--- src/rtl/store_aligner.sv ---
// Store-path write aligner: narrows a store value to byte/half/word, positions it on the
// word-aligned write bus with byte enables, and splits word-crossing stores into two beats.
module store_aligner #(
    parameter int unsigned word_size = 32,
    parameter int unsigned addr_size = 32
) (
    input  logic                 clk,
    input  logic                 reset,
    input  logic                 req_valid,
    output logic                 req_ready,
    input  logic [addr_size-1:0] req_addr,
    input  logic [word_size-1:0] req_data,
    input  logic [1:0]           req_size,
    output logic                 mem_valid,
    input  logic                 mem_ready,
    output logic [addr_size-1:0] mem_addr,
    output logic [word_size-1:0] mem_wdata,
    output logic [3:0]           mem_be,
    output logic                 done,
    output logic                 err
);

    typedef enum logic [1:0] {
        StIdle,
        StFirst,
        StSecond
    } state_e;

    state_e                   state_q, state_d;
    logic [addr_size-1:0]     base_q, base_d;
    logic [2*word_size-1:0]   sh_q, sh_d;
    logic [7:0]               be8_q, be8_d;
    logic                     done_q, done_d;
    logic                     err_q, err_d;

    logic [1:0]               off;
    logic [3:0]               mask;
    logic [word_size-1:0]     data_trunc;
    logic                     size_rsvd;

    // Request decode: lane mask and truncated data for the requested size.
    always_comb begin
        off        = req_addr[1:0];
        mask       = 4'b0000;
        data_trunc = '0;
        size_rsvd  = 1'b0;
        case (req_size)
            2'b00: begin
                mask       = 4'b0001;
                data_trunc = {{(word_size-8){1'b0}}, req_data[7:0]};
            end
            2'b01: begin
                mask       = 4'b0011;
                data_trunc = {{(word_size-16){1'b0}}, req_data[15:0]};
            end
            2'b10: begin
                mask       = 4'b1111;
                data_trunc = req_data;
            end
            default: begin
                size_rsvd = 1'b1;
            end
        endcase
    end

    always_comb begin
        state_d = state_q;
        base_d  = base_q;
        sh_d    = sh_q;
        be8_d   = be8_q;
        done_d  = 1'b0;
        err_d   = 1'b0;
        unique case (state_q)
            StIdle: begin
                if (req_valid) begin
                    if (size_rsvd) begin
                        err_d = 1'b1;
                    end else begin
                        base_d  = {req_addr[addr_size-1:2], 2'b00};
                        sh_d    = {{word_size{1'b0}}, data_trunc} << {off, 3'b000};
                        be8_d   = {4'b0000, mask} << off;
                        state_d = StFirst;
                    end
                end
            end
            StFirst: begin
                if (mem_ready) begin
                    if (be8_q[7:4] != 4'b0000) begin
                        state_d = StSecond;
                    end else begin
                        done_d  = 1'b1;
                        state_d = StIdle;
                    end
                end
            end
            StSecond: begin
                if (mem_ready) begin
                    done_d  = 1'b1;
                    state_d = StIdle;
                end
            end
            default: begin
                state_d = StIdle;
            end
        endcase
    end

    // Bus outputs come straight from registered state, so they hold while stalled.
    always_comb begin
        req_ready = (state_q == StIdle);
        mem_valid = 1'b0;
        mem_addr  = '0;
        mem_wdata = '0;
        mem_be    = 4'b0000;
        unique case (state_q)
            StFirst: begin
                mem_valid = 1'b1;
                mem_addr  = base_q;
                mem_wdata = sh_q[word_size-1:0];
                mem_be    = be8_q[3:0];
            end
            StSecond: begin
                mem_valid = 1'b1;
                mem_addr  = base_q + addr_size'(4);
                mem_wdata = sh_q[2*word_size-1:word_size];
                mem_be    = be8_q[7:4];
            end
            default: begin
                mem_valid = 1'b0;
            end
        endcase
    end

    assign done = done_q;
    assign err  = err_q;

    always_ff @(posedge clk) begin
        if (reset) begin
            state_q <= StIdle;
            base_q  <= '0;
            sh_q    <= '0;
            be8_q   <= 8'h00;
            done_q  <= 1'b0;
            err_q   <= 1'b0;
        end else begin
            state_q <= state_d;
            base_q  <= base_d;
            sh_q    <= sh_d;
            be8_q   <= be8_d;
            done_q  <= done_d;
            err_q   <= err_d;
        end
    end

endmodule

--- config.mk ---
export PLATFORM = sky130hd
export DESIGN_NAME = store_aligner
export DESIGN_NICKNAME = d
export VERILOG_FILES = /design/src/rtl/store_aligner.sv
export SDC_FILE = /design/constraint.sdc
export NUM_CORES = 1
export LEC_CHECK = 0
export CAP_MARGIN = 10
export CORE_ASPECT_RATIO = 0.5
export CORE_UTILIZATION = 50
export DETAILED_ROUTE_END_ITERATION = 7
export PLACE_DENSITY = 0.81
export SKIP_CTS_REPAIR_TIMING = 1
export SLEW_MARGIN = 30
export SYNTH_ARGS = -nofsm -noshare
export SYNTH_HDL_FRONTEND = slang
export SYNTH_SLANG_ARGS = --single-unit
--- constraint.sdc ---
create_clock -name clk -period 2.93 [get_ports clk]
set_input_delay 0.586 -clock clk [delete_from_list [all_inputs] [get_ports clk]]
set_output_delay 0.586 -clock clk [all_outputs]
set_load 0.05 [all_outputs]
Word-level counts from Yosys, hierarchy flattened. Index checks and enable logic that the tools add are counted.

Bits in registers: 106. Input port bits: 70. Output and inout port bits: 72. Word-level logic and storage cells: 44.

Add/subtract/negate cells: 1. Equality and inequality tests: 8. Shifts and indexed selects: 2. Mux-type cells: 17. Bitwise logic cells: 2. Reduce and logical (&&, ||, !) cells: 8.

Operators by type and width (count): $pmux W32 S2 (2); $pmux W32 S3 (1); $shl A32 B5 Y64 (1); $add A32 B3 Y32 const B (1); $pmux W4 S3 (1); $mux W2 (5); $ne A2 B2 Y1 const B (4); $pmux W4 S2 (1); $shl A4 B2 Y8 (1); $pmux W2 S3 (1); $reduce_or A3 Y1 (2); $mux W1 (5); $eq A2 B1 Y1 const B (2); $eq A2 B2 Y1 const B (2); $logic_not A2 Y1 (2); $reduce_and A4 Y1 (1); $reduce_bool A4 Y1 (1); $reduce_and A3 Y1 (1); $not A1 Y1 (2); $pmux W1 S2 (1); $reduce_or A2 Y1 (1).

Depth between registers and ports, before layout.
Depth in word-level cells: 5. Depth in mapped cells: 9. Gate-level depth less buffers: 6.

Worst setup path before layout. OpenSTA, ideal clock, no wires.

Path kind: flip-flop to output port. Start point: reg state_q[1]. End point: out mem_addr[27]. Arrival time: 3.334 ns. Data required time: 2.344 ns. Path slack: -0.990 ns. Cell stages (with the launch flop): 7. Buffers on the path: 2. Cell sequence: dfxtp_1 > inv_1 > ha_1 > clkbuf_1 > nand2_1 > clkbuf_1 > o41ai_1.

Cells in the longest elaborated chain, start to end: 2. Elaborated cells between the ends (all ways): 3. Classes of those cells: eq/ne: 2; mux: 1.

RTL lines: start: declaration (line 29) `state_e state_q, state_d;`; start signal: assignment (line 139) `state_q <= StIdle;`; start signal: assignment (line 146) `state_q <= state_d;`; $eq A2 B2 Y1 / $eq A2 B1 Y1 (equally long branches) (line 115) `unique case (state_q)`; $pmux W32 S2 * (line 115); end: declaration (line 16) `output logic [addr_size-1:0] mem_addr,`.

Every way passes the cells marked *; elsewhere a longest branch is shown, timed or not.

Final worst setup path.
Start point: reg base_q[12]. End point: out mem_addr[20].

Cells in the longest elaborated chain, start to end: 2.

RTL lines: start: declaration (line 30) `logic [addr_size-1:0] base_q, base_d;`; start signal: assignment (line 147) `base_q <= base_d;`; $add A32 B3 Y32 (line 124) `mem_addr = base_q + addr_size'(4);`; $pmux W32 S2 (line 115).

Every way passes these cells.

==> results.md <==
- The repair_antennas step left the layout with diodes totalling 0.
- The post-synthesis sequential element count is 97.
- Walking the worst path, the cells encountered are nand4_4 -> or4_4 -> or4_4 -> nand3_2 -> buf_12.
- The startpoint-to-endpoint class of the critical path is flop to primary output.
- Among all stages on the critical path, the largest delay is contributed by or4_4.
- The total length of routed wires is just under 20000 um.
- The number of design rule violations left after detail routing is 0.
- The commonest non-fill, non-tap cell in the layout is nand2_1.
- The run finished with clean final reports.
- Setup violations remaining at the end of the flow were counted as 0.
- The H-tree was split into 3 levels.
- The initial standard-cell utilization of the core is between 50% and 60%.
- Measured against its own limit, the worst slew margin works out to approximately 51%.
- The number of distinct library cells after synthesis is between 60 and 70.
- In the layout the commonest cells are 99 x nand2_1, 88 x nor2_1, 84 x dfxtp_1, 72 x clkdlybuf4s50_1, 69 x buf_12.
- The peak ir drop on the vdd network is about 280 uV.
- The shortest clock period the worst path allows after layout is 2.89 ns.
- In the final layout, the share of cells above drive strength 1 is approximately a fifth.
- Dividing the detail-routed wire length by the instance count gives approximately 19 um.
- Across all setup checks in the final design, the least slack found is around 0.038 ns.
- The floorplan step defined a core boundary enclosing roughly 11000 um^2.
- In this run the cell area of the synthesized design comes to 5720 um^2.
- The floorplan die width is about 150 um.
- CTS placed an instance of clkbuf_16 at the clock tree root.
- Entering global routing, the biggest net connects 65 pins.
- The count of port buffers added during placement is approximately 140.
- In this run the remaining antenna-violating nets after routing total 0.
- Sorting the synthesized cells by area gives the leading types as dfxtp_1 34%, a22oi_1 7.6%, nand2_1 6.6%.
- The hold violation count in the final report is 0.
- The sequential element share of the synthesized area is 34.0%.
- After the first detailed-routing iteration, the DRC count stood at about 600.
- The final period utilization is roughly 99%.
- The residual overflow from global routing is 0.
- Clock latency on the worst-skew pair, taken at its later pin, is about 0.36 ns.
- The reported leakage power is 3.20 nW.
- For this design the ratio of total power to cell area is 392 nW/um^2.
- Summed over all instances, the cell type with the most area after synthesis is dfxtp_1.
- The worst clock skew is ~0.0094 ns.
- Setup repair after global routing could not meet its margin everywhere.
- The number of warnings reported in the yosys synthesis log is 0.
- In this run the core area contains 27 standard-cell rows.
- Prior to clock tree synthesis, the placed netlist has a worst setup slack of 0.259 ns.
- A synthesized cell averages around 7.6 um^2.
- The number of nets at the end of the flow is 957.
- The overall power of the completed layout is 3.36 mW.
- The average via count per standard cell is 6.35.
- The first global-routing pass estimated between 30000 and 40000 um of wire.
- The detailed placement HPWL is about 13000 um.
- The most frequent cell on the critical path is or4_4.
- The via count of the first global-routing pass is about 6200.
- The area enclosed by the die boundary is between 10000 and 15000 um^2.
- The tool flagged a number of max-cap violations equal to 0.
- The worst setup path is launched from a flop.
- The first detailed-routing pass ran for 6 iterations.
- Derived from the worst setup path, the maximum achievable clock frequency is about 350 MHz.
- The largest single stage delay on the critical path is about 0.62 ns.
- Of the post-synthesis cell area, the dominant cell type holds 34.0%.
- For the pin with the worst max-slew slack, the measured transition is roughly 0.74 ns.
- Global routing used approximately a third of the available tracks across all layers.
- The detailed router placed around 6500 vias in this run.
- The buffers plus inverters on the worst setup path is 1.
- No sink is reached through more buffers than the 2 on the longest clock path.
- The die outline height is ~78 um.
- The placer congestion estimate is around 0.90.
- The family with the most delay on the worst path is simple AND/OR/NAND/NOR gates.
- The CTS tree is yes.
- Data on the critical path arrives at its endpoint at around 2.3 ns.
- For the worst setup path, the data required time is 2.34 ns.
- The number of antenna violations at the first check in global routing came to 0.
- The number of clock sinks is between 90 and 100.
- The area growth from synthesis to layout is 50.1%.
- The cell count after synthesis came out at 757.
- The largest driver fanout on the critical path is 8.
- Counting flops with an async set or reset pin after synthesis yields a share of 0%.
- Clock-pin slew was measured on the worst setup and hold paths at roughly 0.08 ns.
- The worst min-delay path class is flop to flop.
- The count of flip-flops with a built-in enable after synthesis is 0.
- The filler cells instantiated in the layout total 789.
- The worst setup path is captured at a primary output.
- The number of pins exceeding their max-slew limit in the final report is 0.
- During I/O placement, the number of pins put on the boundary was between 100 and 150.
- The total CTS buffers is 9.
- The prevailing post-synth register cell is dfxtp_1.
[state kept, by name, indices dropped and copies added, names as in the netlist]
| register | cells |
|---|---|
| state_q | 2 |
| done | 1 |
| be8_q | 7 |
| sh_q | 56 |
| err | 1 |
| base_q | 30 |
[per-layer routing]
metal	vias up	global-route usage [%]	wire, um
met4	0	13.1	478
met1	3119	40.5	7890
li1	3010	-	-
met3	50	5.75	1510
met2	349	54.7	9330
met5	-	0	0
[metrics by stage]
stage / std cells / hold slack (ns) / utilization (%) / setup TNS [ns] / instance area [um^2]
final: 1028 / 0.458 / 77.7 / 0 / 8580
after floorplan: 758 / 0.427 / - / -1.26 / 5850
after CTS: 1023 / 0.455 / 76.4 / -2.21 / 8430
after global placement: 1007 / 0.441 / 73.6 / 0 / 8130
after detailed placement: 1007 / 0.446 / 73.6 / 0 / 8130
after global routing: 1028 / 0.483 / 77.7 / -0.0209 / 8580
[final timing paths]
kind	start	endpoint	slack, ns	cells after the start
worst max-delay path	base_q[12]$_SDFFE_PP0P_	mem_addr[20]	0.04	5
worst min-delay path	be8_q[3]$_SDFFE_PP0P_	be8_q[3]$_SDFFE_PP0P_	0.46	2
worst max register to register	state_q[0]$_SDFFE_PP0P_	sh_q[36]$_SDFFE_PP0P_	0.92	7
worst min register to register	be8_q[3]$_SDFFE_PP0P_	be8_q[3]$_SDFFE_PP0P_	0.46	2
[tightest hold or removal path: cells and delay by family (launching register included)]
family,cells,cell delay [ns]
simple gates,1,0.05
compound gates,1,0.05
flops,1,0.31
[synthesized netlist by cell type (6+ instances only)]
library cell,instances
ha_1,9
a21boi_0,9
and3_1,30
nand2b_1,16
dfxtp_1,97
nand2_1,100
a32o_1,6
a32oi_1,9
inv_1,8
o311ai_0,6
a311oi_1,21
a31oi_1,6
a21oi_1,59
o21ai_0,26
nor2b_1,7
mux2i_1,6
nand4_1,6
clkbuf_1,63
a22oi_1,58
nor2_1,89
nand3_1,22
nor3_1,7
o21bai_1,8
nand3b_1,13
[power breakdown]
part / internal (mW) / leakage, nW / switching, mW
Combinational: 0.293 / 2.25 / 0.398
Sequential: 1.38 / 0.797 / 0.0639
Clock: 0.630 / 0.152 / 0.599
Total: 2.30 / 3.20 / 1.06
[kinds of logic after synthesis]
logic type	share of synthesized area [%]
buffers and inverters	5.75
other	0.0656
flip-flops	34.0
AO/OA/AOI/OAI	28.3
XOR/XNOR	0.153
AND/OR/NAND/NOR	27.8
adder cells (fa/ha/maj)	1.97
multiplexers	2.03
[area by class of cell]
class	instances	area (um^2)	area share [%]
multi-input cells	577	3660	42.6
repair buffers	184	2430	28.3
flip-flops and latches	97	1970	23.0
clock buffers	10	239	2.78
well taps	145	181	2.11
clock inverters	6	67.6	0.787
inverters	9	37.5	0.437
(Power assumes the default switching activity.)
